File: src/rtl/axi_xbar_pkg.sv
// Shared crossbar definitions: payload widths, AW/W field offsets and the
// write-arbiter state encoding.
package axi_xbar_pkg;

    localparam int unsigned AW_W        = 49;
    localparam int unsigned W_W         = 37;
    localparam int unsigned AW_LEN_LSB  = 5;
    localparam int unsigned AW_ADDR_LSB = 9;
    localparam int unsigned AW_ID_LSB   = 41;
    localparam int unsigned W_LAST_BIT  = 0;

    typedef enum logic [1:0] {
        IDLE,
        AW_SEND,
        W_BURST
    } wr_state_e;

    // AXI len encodes beats-1; widened so len=15 yields 16 without wrapping.
    function automatic logic [4:0] burst_beats(input logic [3:0] len);
        return {1'b0, len} + 5'd1;
    endfunction

endpackage

File: src/rtl/rr_arbiter.sv
// Round-robin arbiter: grants the first requester at or after the pointer,
// and moves the pointer past the winner when the grant is consumed.
module rr_arbiter #(
    parameter  int unsigned N     = 3,
    localparam int unsigned PTR_W = (N > 1) ? $clog2(N) : 1
) (
    input  logic             i_clk,
    input  logic             i_rst,
    input  logic [N-1:0]     i_req,
    input  logic             i_advance,
    output logic [N-1:0]     o_gnt,
    output logic [PTR_W-1:0] o_ptr
);

    logic [PTR_W-1:0] r_ptr;
    logic [PTR_W-1:0] w_ptr_nxt;
    logic             w_found;
    int unsigned      w_idx;

    always_comb begin
        o_gnt     = '0;
        w_found   = 1'b0;
        w_ptr_nxt = r_ptr;
        w_idx     = 0;
        for (int unsigned i = 0; i < N; i++) begin
            w_idx = (32'(r_ptr) + i) % N;
            if (!w_found && i_req[w_idx]) begin
                o_gnt[w_idx] = 1'b1;
                w_found      = 1'b1;
                w_ptr_nxt    = PTR_W'((w_idx + 1) % N);
            end
        end
    end

    always_ff @(posedge i_clk or posedge i_rst) begin
        if (i_rst) begin
            r_ptr <= '0;
        end else if (i_advance && w_found) begin
            r_ptr <= w_ptr_nxt;
        end
    end

    assign o_ptr = r_ptr;

endmodule

File: src/rtl/slave_wr_arbiter.sv
// Per-slave write arbiter: round-robin AW grant, then W channel locked to the
// granted master until its beat count is exhausted.
module slave_wr_arbiter #(
    parameter int unsigned N_MASTERS = 3,
    parameter int unsigned AW_W      = 49,
    parameter int unsigned W_W       = 37
) (
    input  logic                      AXI_CLK_i,
    input  logic                      AXI_RST_i,
    input  logic [N_MASTERS-1:0]      m_aw_valid_i,
    input  logic [N_MASTERS*AW_W-1:0] m_aw_data_i,
    input  logic [N_MASTERS-1:0]      m_w_valid_i,
    input  logic [N_MASTERS*W_W-1:0]  m_w_data_i,
    input  logic                      s_awready_i,
    input  logic                      s_wready_i,
    output logic [N_MASTERS-1:0]      aw_grant_o,
    output logic [N_MASTERS-1:0]      w_grant_o,
    output logic                      s_awvalid_o,
    output logic [AW_W-1:0]           s_aw_data_o,
    output logic                      s_wvalid_o,
    output logic [W_W-1:0]            s_w_data_o,
    output logic                      len_err_o,
    output logic                      busy_o
);
    import axi_xbar_pkg::*;

    localparam int unsigned IDX_W = (N_MASTERS > 1) ? $clog2(N_MASTERS) : 1;

    wr_state_e            r_state;
    wr_state_e            w_state_nxt;
    logic [4:0]           r_beats_left;
    logic [AW_W-1:0]      r_aw_data;
    logic [N_MASTERS-1:0] w_rr_gnt;
    logic [IDX_W-1:0]     w_rr_ptr;
    logic [IDX_W-1:0]     w_owner;
    logic [AW_W-1:0]      w_aw_sel;
    logic [W_W-1:0]       w_w_cur;
    logic                 w_aw_req;
    logic                 w_rr_advance;
    logic                 w_w_hs;

    rr_arbiter #(.N(N_MASTERS)) u_rr (
        .i_clk     (AXI_CLK_i),
        .i_rst     (AXI_RST_i),
        .i_req     (m_aw_valid_i),
        .i_advance (w_rr_advance),
        .o_gnt     (w_rr_gnt),
        .o_ptr     (w_rr_ptr)
    );

    // The pointer only moves on a grant, to winner+1, so while busy the owner
    // is always the master just behind it.
    assign w_owner  = (w_rr_ptr == '0) ? IDX_W'(N_MASTERS - 1) : w_rr_ptr - 1'b1;
    assign w_aw_req = !AXI_RST_i && (|m_aw_valid_i);
    assign w_w_cur  = m_w_data_i[32'(w_owner) * W_W +: W_W];

    always_comb begin
        w_aw_sel = '0;
        for (int unsigned k = 0; k < N_MASTERS; k++) begin
            if (w_rr_gnt[k]) begin
                w_aw_sel = w_aw_sel | m_aw_data_i[k*AW_W +: AW_W];
            end
        end
    end

    always_comb begin
        w_state_nxt  = r_state;
        aw_grant_o   = '0;
        w_grant_o    = '0;
        s_awvalid_o  = 1'b0;
        s_wvalid_o   = 1'b0;
        s_w_data_o   = '0;
        len_err_o    = 1'b0;
        w_rr_advance = 1'b0;
        w_w_hs       = 1'b0;
        case (r_state)
            IDLE: begin
                if (w_aw_req) begin
                    aw_grant_o   = w_rr_gnt;
                    w_rr_advance = 1'b1;
                    w_state_nxt  = AW_SEND;
                end
            end
            AW_SEND: begin
                s_awvalid_o = 1'b1;
                if (s_awready_i) begin
                    w_state_nxt = W_BURST;
                end
            end
            W_BURST: begin
                s_wvalid_o = m_w_valid_i[w_owner];
                s_w_data_o = w_w_cur;
                w_w_hs     = s_wvalid_o && s_wready_i;
                if (w_w_hs) begin
                    w_grant_o[w_owner] = 1'b1;
                    len_err_o = w_w_cur[W_LAST_BIT] ^ (r_beats_left == 5'd1);
                    if (r_beats_left == 5'd1) begin
                        w_state_nxt = IDLE;
                    end
                end
            end
            default: w_state_nxt = IDLE;
        endcase
    end

    always_ff @(posedge AXI_CLK_i or posedge AXI_RST_i) begin
        if (AXI_RST_i) begin
            r_state      <= IDLE;
            r_beats_left <= '0;
            r_aw_data    <= '0;
        end else begin
            r_state <= w_state_nxt;
            if (r_state == IDLE && w_aw_req) begin
                r_aw_data    <= w_aw_sel;
                r_beats_left <= burst_beats(w_aw_sel[AW_LEN_LSB +: 4]);
            end else if (w_w_hs) begin
                r_beats_left <= r_beats_left - 5'd1;
            end
        end
    end

    assign s_aw_data_o = r_aw_data;
    assign busy_o      = (r_state != IDLE);

endmodule

File: config.mk
export PLATFORM = sky130hd
export DESIGN_NAME = slave_wr_arbiter
export DESIGN_NICKNAME = d
export VERILOG_FILES = /design/src/rtl/axi_xbar_pkg.sv /design/src/rtl/rr_arbiter.sv /design/src/rtl/slave_wr_arbiter.sv
export SDC_FILE = /design/constraint.sdc
export NUM_CORES = 1
export LEC_CHECK = 0
export ABC_AREA = 1
export BUFFER_PORTS_ARGS = -buffer_cell sky130_fd_sc_hd__buf_2
export CAP_MARGIN = 20
export CORE_AREA = 4 4 138 140
export DETAILED_ROUTE_END_ITERATION = 7
export DIE_AREA = 0 0 142 144
export PLACE_DENSITY = 0.61
export SLEW_MARGIN = 20
export SYNTH_ARGS = -nofsm -noshare
export SYNTH_HDL_FRONTEND = slang
export SYNTH_HIERARCHICAL = 1
export SYNTH_SLANG_ARGS = --single-unit
export TNS_END_PERCENT = 10
File: constraint.sdc
create_clock -name AXI_CLK_i -period 5.2 [get_ports AXI_CLK_i]
set_clock_uncertainty 0.05 [all_clocks]
set_input_delay 0.26 -clock AXI_CLK_i [delete_from_list [all_inputs] [get_ports AXI_CLK_i]]
set_output_delay 0.26 -clock AXI_CLK_i [all_outputs]
set_load 0.03 [all_outputs]
**Word-level counts from Yosys, hierarchy flattened**

Cells that the tools add are included.

- Shift-type cells: 1
- Equality and inequality tests: 7
- Add/subtract/negate cells: 8
- Bitwise logic cells: 5
- Reductions and logical operators: 21
- Divide/modulo/power cells: 6
- Order comparisons: 8
- Multiply operators: 1
- Muxes and demuxes: 48

Operator list:

| cell | number |
|---|---|
| $mod A32 B2 Y32 const B | 5 |
| $mux W49 | 3 |
| $shiftx A111 B9 Y37 | 1 |
| $or A49 B49 Y49 | 2 |
| $add A32 B1 Y32 const B | 3 |
| $ge A32 B1 Y1 const B | 3 |
| $lt A32 B3 Y1 const B | 3 |
| $mux W37 | 1 |
| $mod A2 B2 Y32 const B | 1 |
| $mux W3 | 7 |
| $mux W1 | 18 |
| $mux W2 | 8 |
| $logic_and A1 B1 Y1 | 10 |
| $mux W5 | 2 |
| $bmux W1 S2 | 4 |
| $demux W1 S2 | 4 |
| $mul A2 B6 Y8 const B | 1 |
| $ne A2 B2 Y1 const B | 4 |
| $or A3 B3 Y3 | 2 |
| $pmux W2 S3 | 1 |
| $add A4 B1 Y5 const B | 1 |
| $eq A5 B1 Y1 const B | 1 |
| $sub A5 B1 Y5 const B | 1 |
| $logic_not A2 Y1 | 2 |
| other kinds (14) | 17 |

- Input bits: 268
- Register bits: 58
- Word-level logic and storage cells: 109
- Output and inout port bits: 96

**Logic depth before layout (Yosys ltp)**

Gate-level depths: netlist of the first run.

- Depth in word-level cells: 17
- Depth in mapped cells: 32

**Hierarchy**

The synthesis of the first run kept the hierarchy.

By module, submodules not included:

| module | cells each | instances | seq. area each (um2) | area each (um2) |
|---|---|---|---|---|
| slave_wr_arbiter | 635 | 1 | 1,401.3 | 4,221.5 |
| rr_arbiter | 147 | 1 | 50.0 | 934.6 |

**Worst setup path before layout of the first run**

OpenSTA, ideal clock, no wires.

- Path kind: reg2reg
- From: register u_rr.r_ptr[1] (netlist: u_rr/o_ptr[1])
- To: register u_rr.r_ptr[1] (netlist: u_rr/o_ptr[1])
- Cell stages (with the launch flop): 29
- Setup time: 0.117 ns
- Arrival time: 3.876 ns
- Path buffers: 1
- Slack: 1.156 ns
- Cell sequence: dfrtp_1 -> inv_1 -> ha_1 -> buf_4 -> inv_1 -> nand2_1 -> nand3_4 -> nor2_4 -> inv_1 -> a21oi_1 -> nand2_1 -> o21ai_0 -> inv_1 -> ha_1 -> inv_1 -> xor2_4 -> nand2_2 -> clkinv_1 -> nor2_1 -> ha_1 -> a21oi_2 -> nand2_2 -> xnor2_1 -> inv_1 -> ha_1 -> nor2_2 -> nand3_1 -> nand3_1 -> nand2_1

- Longest elaborated chain between the ends: 12

Ends and longest elaborated chain:

| item | line | text |
|---|---|---|
| start: declaration | rr_arbiter.sv:15 | `logic [PTR_W-1:0] r_ptr;` |
| start signal: assignment | rr_arbiter.sv:39 | `r_ptr <= w_ptr_nxt;` |
| branches (longest 12 deep; another with $mod A32 B2 Y32) | - |  |

Several ways; the timed one is not identified. The select of a mux whose other input is x is not followed.
A chain may end at the register's enable or synchronous reset.

**Final worst setup path of the first run**

Same ends and word-level chain as after synthesis.

==> results of run 1 <==
flip-flops by register name, summed over array words and instances (netlist names):
signal,cells
u_rr/o_ptr,2
r_state,2
r_beats_left,5
s_aw_data_o,49
power by group:
group          leakage [nW]  switching [W]  internal, W  total (W)
logic                  2.99        0.00315      0.00140    0.00455
clock network         0.127       0.000206     0.000328   0.000534
registers             0.674       0.000139     0.000689   0.000827
worst min-delay path by stage:
stage                startpoint                        end  slack [ns]
floorplan             AXI_RST_i  u_rr/o_ptr[0]$_DFFE_PP0P_       -0.05
global placement      AXI_RST_i  u_rr/o_ptr[0]$_DFFE_PP0P_        0.13
detailed placement    AXI_RST_i  u_rr/o_ptr[0]$_DFFE_PP0P_        0.14
CTS                 s_awready_i     r_state[0]$_DFFE_PP0P_        0.06
global route        s_awready_i     r_state[0]$_DFFE_PP0P_        0.06
finish              s_awready_i     r_state[0]$_DFFE_PP0P_        0.07
cells in the final DEF, fill, tap and decap left out, types with 2 or more instances in the layout:
cell type and count:
buf_2 363, nand2_1 250, nor2_1 144, dfrtp_1 58, o21ai_0 46, inv_1 44, a21oi_1 41, a41oi_1 35
nand3_1 26, ha_1 19, nand2_2 11, a41oi_2 10, clkbuf_16 9, inv_2 8, buf_4 7, nand4_1 5
nand3_2 4, nor2_4 3, nand4_2 3, o21ai_1 3, clkinv_2 3, nand2_4 2, o21bai_1 2, clkinv_1 2
o21ai_4 2
worst max-delay path: cells and delay by family (launching register included):
| kind | cells | cell delay [ns] |
|---|---|---|
| xor+xnor | 2 | 0.44 |
| fa+ha+maj | 4 | 1.02 |
| buf+inv | 6 | 0.76 |
| compound gates | 3 | 0.79 |
| simple gates | 10 | 1.04 |
| flops | 1 | 0.48 |
timing repair:
item / 4_1_cts / 5_1_grt
endpoints found under the hold margin: 2 / 0
hold buffers: 1 / 0
endpoints found under the setup margin: 0 / 2
resized for setup: 0 / 2
area by class of cell:
| type | count | area [sq um] | area share [%] |
|---|---|---|---|
| inverter | 56 | 216 | 2.95 |
| clock inverter | 3 | 17.5 | 0.239 |
| tap | 229 | 287 | 3.91 |
| sequential | 58 | 1450 | 19.8 |
| multi-input combinational | 622 | 3240 | 44.2 |
| timing repair buffer | 371 | 1880 | 25.6 |
| antenna | 1 | 2.50 | 0.0341 |
| clock buffer | 11 | 243 | 3.31 |
kinds of logic after synthesis:
logic type               Yosys count  synth area share [%]
XOR/XNOR                           3                 0.874
adder cells (fa/ha/maj)           20                  4.85
flip-flops                        58                  28.1
AO/OA/AOI/OAI                    146                  19.6
AND/OR/NAND/NOR                  453                  36.5
buffers and inverters            102                  10.0
per-layer routing:
| layer | wire length, um | part of all wire (%) | up-vias | GRT usage [%] |
|---|---|---|---|---|
| li1 | - | - | 3228 | - |
| met4 | 796 | 3.8 | 0 | 8.28 |
| met5 | 0 | 0 | - | 0 |
| met3 | 1530 | 7.3 | 34 | 3.74 |
| met2 | 10500 | 50 | 260 | 33.5 |
| met1 | 8130 | 39 | 2849 | 22.4 |
per-stage QoR:
step | instance area [sq um] | setup slack [ns] | hold WS, ns
after detailed placement | 7050 | 0.431 | 0.136
after global routing | 7340 | 0.0970 | 0.0637
after floorplan | 5160 | 1.16 | -0.0488
after global placement | 7050 | 0.554 | 0.135
after CTS | 7320 | 0.395 | 0.0572
final | 7340 | 0.531 | 0.0741
==> out/qor.txt, run 1 <==
status - finished clean
pwr dens - 806 nW/um^2
initial antenna violation count - 1
Crit path largest cell delay - 0.48 ns
grt ovf - 0
Seq/Total Area, Yosys - 28.1%
Worst VDD drop - 0.303 mV
final setup TNS - 0 ns
Async S/R FF share, synth - 100%
Num CTS Buffers - 9
worst slew pin tran - 0.814 ns
I/O Buffers - 363
most frequent cells after synthesis - nand2_1 (250), nor2_1 (144), dfrtp_1 (58)
DRT Pass-1 Iters - 4
routed len/inst - 15.5 um
final hold violations - 0
Std-Cell Rows - 49
Die Wd - 142 um
first-pass GRT wire length - 31,200 um
Mean Syn Cell Area - 6.59 sq um
Top FF cell, synth - dfrtp_1
clk slew on worst S/H paths - 0.05 ns
Die H - 144 um
type of the most critical hold path - in -> reg
Synth top area share - 28.1%
DRC Markers - 0
number of global-route vias before repair - 6,100
Ys Warns - 6
fin crit share - 89.8%
Hold Crit Depth - 2
Area contributors post-synth - dfrtp_1 (28%), nand2_1 (18%), nor2_1 (10%)
shortest period the worst path allows - 4.67 ns
CP startpoint kind - register
final HPWL from detailed placement - 16,600 um
drt total wl - 20,900 um
Critical Path RT - 5.36 ns
Slew headroom - 45.7%
Crit Path Max Fanout - 9
clock root buffer - clkbuf_16
slowest CP cell - dfrtp_1
layout cells sized above 1 - 39.0%
Final Slew Violations - 0
cell taking the most area after synthesis - dfrtp_1
total number of vias - 6,371
Worst Setup SP - u_rr/o_ptr[1]$_DFFE_PP0P_
CP Capture Type - register
antenna viol nets, final - 0
worst reg2reg endpoint - u_rr/o_ptr[1]$_DFFE_PP0P_
Arrival @ worst endpoint - 4.83 ns
RSZ-0062 raised after global routing - false
CP endpoint - u_rr/o_ptr[1]$_DFFE_PP0P_
Netlist cell types - 41
Syn-to-layout area delta - 42.3%
R2R Setup Slk - 0.53 ns
flops & latches, synth - 58
fill cell count - 1,889
clk sinks - 58
P_leak - 3.79 nW
dpl cells - 1,335
reg2reg path depth - 25
CTS tree - done
Setup Viol. Count Final - 0
fin cells - 1,351
Post-synth EDFFs - 0
clock buffer depth - 2
synthesized area - 5160 sq um
Net Count, Synth - 1,070
worst reg2reg startpoint - u_rr/o_ptr[1]$_DFFE_PP0P_
Final Wtd Congestion - 0.898
Iter 0 DRT Violations - 302
top-count cell post-synth - nand2_1
Max-cap violations - 0
Tot GR Track Use - 19.0%
Tot Pwr - 0.00591 W
DR vias/cell - 4.72
largest net degree at the start of global routing - 100
die area - 20,400 sq um
kind of critical path - reg -> reg
postcts setup bufs - 0
fin util - 41.1%
post-synthesis instance total - 782
H-tree Lvls - 3
Core Area - 17,800 sq um
highest clock rate - 214 MHz
NumNets Final - 1,406
Worst-Skew Late Latency - 0.32 ns
Initial Util - 28.9%
Ports - 364
No activity file was read; power rests on OpenSTA's default activity.
==> run 2, diff against run 1 <==
--- a/config.mk
+++ b/config.mk
@@ -8,10 +8,10 @@
 export ABC_AREA = 1
 export BUFFER_PORTS_ARGS = -buffer_cell sky130_fd_sc_hd__buf_2
 export CAP_MARGIN = 20
-export CORE_AREA = 4 4 138 140
+export CORE_AREA = 4 4 141 143
 export DETAILED_ROUTE_END_ITERATION = 7
-export DIE_AREA = 0 0 142 144
-export PLACE_DENSITY = 0.61
+export DIE_AREA = 0 0 145 147
+export PLACE_DENSITY = 0.59
 export SLEW_MARGIN = 20
 export SYNTH_ARGS = -nofsm -noshare
 export SYNTH_HDL_FRONTEND = slang
==> run 2 against run 1 <==
Effect of this change: final area grew 0.60%; register-to-register slack lost 0.03 ns; global-route usage grew 0.50 points; cell count grew 0.44%; worst setup slack lost 0.027 ns; clock power grew 18%; die area grew 4.2%; via count grew 1.0%; sequential cell count is the same; combinational power is essentially flat; total power grew 1.3%; count of clock-buffer cells in the layout grew 1.
==> out/qor.txt, run 2 (same netlist as run 1, synthesis figures left out) <==
status - finished clean
clock buffer depth - 2 (unchanged)
postcts setup bufs - 0 (unchanged)
commonest non-fill, non-tap cell in the layout - buf_2
Crit Path Max Fanout - 9 (unchanged)
Initial Util - 27.8% (-1.2 points)
placed cell areas - 7050 sq um (about the same)
CP delay by family, top - simple AND/OR/NAND/NOR gates
Tot GR Track Use - 19.5% (+0.50 points)
total number of vias - 6,436 (+1.0%)
Std-Cell Rows - 50 (+2.0%)
CP Capture Type - register
Crit path largest cell delay - 0.50 ns (+0.02 ns)
R2R Setup Slk - 0.50 ns (-0.03 ns)
Die Wd - 145 um (+2.1%)
initial antenna violation count - 1 (unchanged)
RSZ-0062 raised after global routing - false
CTS tree - done
Worst VDD drop - 0.336 mV (+11%)
Die H - 147 um (+2.1%)
number of global-route vias before repair - 6,284 (+3.0%)
clk slew on worst S/H paths - 0.05 ns (about the same)
reg2reg path depth - 27 (+8.0%)
I/O Buffers - 363 (unchanged)
Hold Crit Depth - 2 (unchanged)
Hold Path End - r_state[0]$_DFFE_PP0P_
CP dominant cell by count - inv_1
final hold violations - 0 (unchanged)
pwr dens - 811 nW/um^2 (+0.66%)
shortest period the worst path allows - 4.70 ns (+0.0267 ns)
fin crit share - 90.3% (+0.51 points)
DR vias/cell - 4.74 (+0.57%)
final HPWL from detailed placement - 17,000 um (+2.6%)
Worst-Skew Late Latency - 0.33 ns (about the same)
antenna viol nets, final - 0 (unchanged)
min-delay src - s_awready_i
type of the most critical hold path - in -> reg
drt total wl - 21,600 um (+3.3%)
largest net degree at the start of global routing - 100 (unchanged)
Ports - 364 (unchanged)
Iter 0 DRT Violations - 330 (+9.3%)
Final Slew Violations - 0 (unchanged)
die area - 21,300 sq um (+4.2%)
max reg flops - 49 (unchanged)
H-tree Lvls - 3 (unchanged)
Final Wtd Congestion - 0.836 (-6.9%)
kind of critical path - reg -> reg
DRT Pass-1 Iters - 5 (+1)
Critical Path RT - 5.36 ns (about the same)
routed len/inst - 15.9 um (+2.9%)
slowest CP cell - dfrtp_1
P_leak - 3.81 nW (+0.65%)
worst path bufs/invs - 6 (unchanged)
clk sinks - 58 (unchanged)
Reg area - 1450 sq um (unchanged)
NumNets Final - 1,405 (-0.071%)
worst slew pin tran - 0.912 ns (+0.0986 ns)
clock root buffer - clkbuf_16
dpl cells - 1,339 (+0.30%)
Max-cap violations - 0 (unchanged)
fin cells - 1,357 (+0.44%)
Setup Viol. Count Final - 0 (unchanged)
CP startpoint kind - register
worst slack, placed - 0.449 ns (+0.0183 ns)
Num CTS Buffers - 9 (unchanged)
Core Area - 18,600 sq um (+4.1%)
grt ovf - 0 (unchanged)
fin util - 39.7% (-1.4 points)
final setup TNS - 0 ns (unchanged)
layout cells sized above 1 - 39.2% (+0.23 points)
Arrival @ worst endpoint - 4.86 ns (+0.03 ns)
worst reg2reg endpoint - u_rr/o_ptr[1]$_DFFE_PP0P_
DRC Markers - 0 (unchanged)
Setup WS post-layout - 0.504 ns (-0.0267 ns)
highest clock rate - 213 MHz (-0.57%)
first-pass GRT wire length - 33,600 um (+7.6%)
fill cell count - 2,038 (+7.9%)
commonest non-fill, non-tap cells in the layout - buf_2 (363), nand2_1 (250), nor2_1 (144), dfrtp_1 (58), o21ai_0 (46)
Slew headroom - 38.9% (-6.8 points)
worst reg2reg startpoint - u_rr/o_ptr[1]$_DFFE_PP0P_
Post-Layout Inst Area - 7380 sq um (+0.60%)
Syn-to-layout area delta - 43.1%
Multi-input gate area - 3230 sq um (-0.31%)
run 2: cell count changes in the layout (fill, tap and decap cells not counted):
cell and delta:
clkbuf_8 +2, ha_4 -1, inv_2 +1, inv_1 -1, clkinv_4 +1, clkbuf_1 -1
bufinv_16 +1, buf_4 -1, clkinvlp_4 -1, ha_2 +1
run 2: per-layer routing:
layer,track usage (%),wire length (um),vias to the layer above,share of wire (%)
met4,7.08,616,0,2.8
met1,22.4,8430,2874,39
li1,-,-,3234,-
met3,5.58,1800,35,8.3
met5,0,0,-,0
met2,34.5,10800,293,50
run 2: how the worst max path moves through the flow:
stage	slack, ns	depth (start not counted)	to	from
3_5_place_dp	0.45	27	u_rr/o_ptr[0]$_DFFE_PP0P_	u_rr/o_ptr[1]$_DFFE_PP0P_
3_3_place_gp	0.55	27	u_rr/o_ptr[1]$_DFFE_PP0P_	u_rr/o_ptr[1]$_DFFE_PP0P_
6_report	0.50	27	u_rr/o_ptr[1]$_DFFE_PP0P_	u_rr/o_ptr[1]$_DFFE_PP0P_
2_1_floorplan	1.16	28	u_rr/o_ptr[1]$_DFFE_PP0P_	u_rr/o_ptr[1]$_DFFE_PP0P_
4_1_cts	0.43	27	u_rr/o_ptr[0]$_DFFE_PP0P_	u_rr/o_ptr[1]$_DFFE_PP0P_
5_1_grt	0.001	29	u_rr/o_ptr[0]$_DFFE_PP0P_	u_rr/o_ptr[1]$_DFFE_PP0P_
run 2: timing repair:
action | 4_1_cts | 5_1_grt
endpoints found under the hold margin | 2 | 0
hold buffers | 1 | 0
resized for setup | 0 | 1
endpoints found under the setup margin | 0 | 2
run 2: final cells by class:
type | instances | share of cell area (%)
repair buffers | 370 | 25.4
clock buffers | 12 | 3.61
clock inverters | 4 | 0.661
inverters | 56 | 2.93
well taps | 234 | 3.97
multi-input cells | 622 | 43.8
diodes | 1 | 0.0339
flip-flops and latches | 58 | 19.7
run 2: power breakdown:
group / internal [W] / switching (W) / total [W]
logic: 0.00138 / 0.00315 / 0.00453
clock network: 0.000409 / 0.000220 / 0.000629
registers: 0.000688 / 0.000140 / 0.000829
run 2: stage by stage:
| step | hold slack (ns) | power, W |
|---|---|---|
| after floorplan | -0.0488 | 0.00429 |
| after global placement | 0.121 | 0.00535 |
| after detailed placement | 0.123 | 0.00538 |
| after CTS | 0.0633 | 0.00605 |
| after global routing | 0.0666 | 0.00659 |
| final | 0.0750 | 0.00599 |
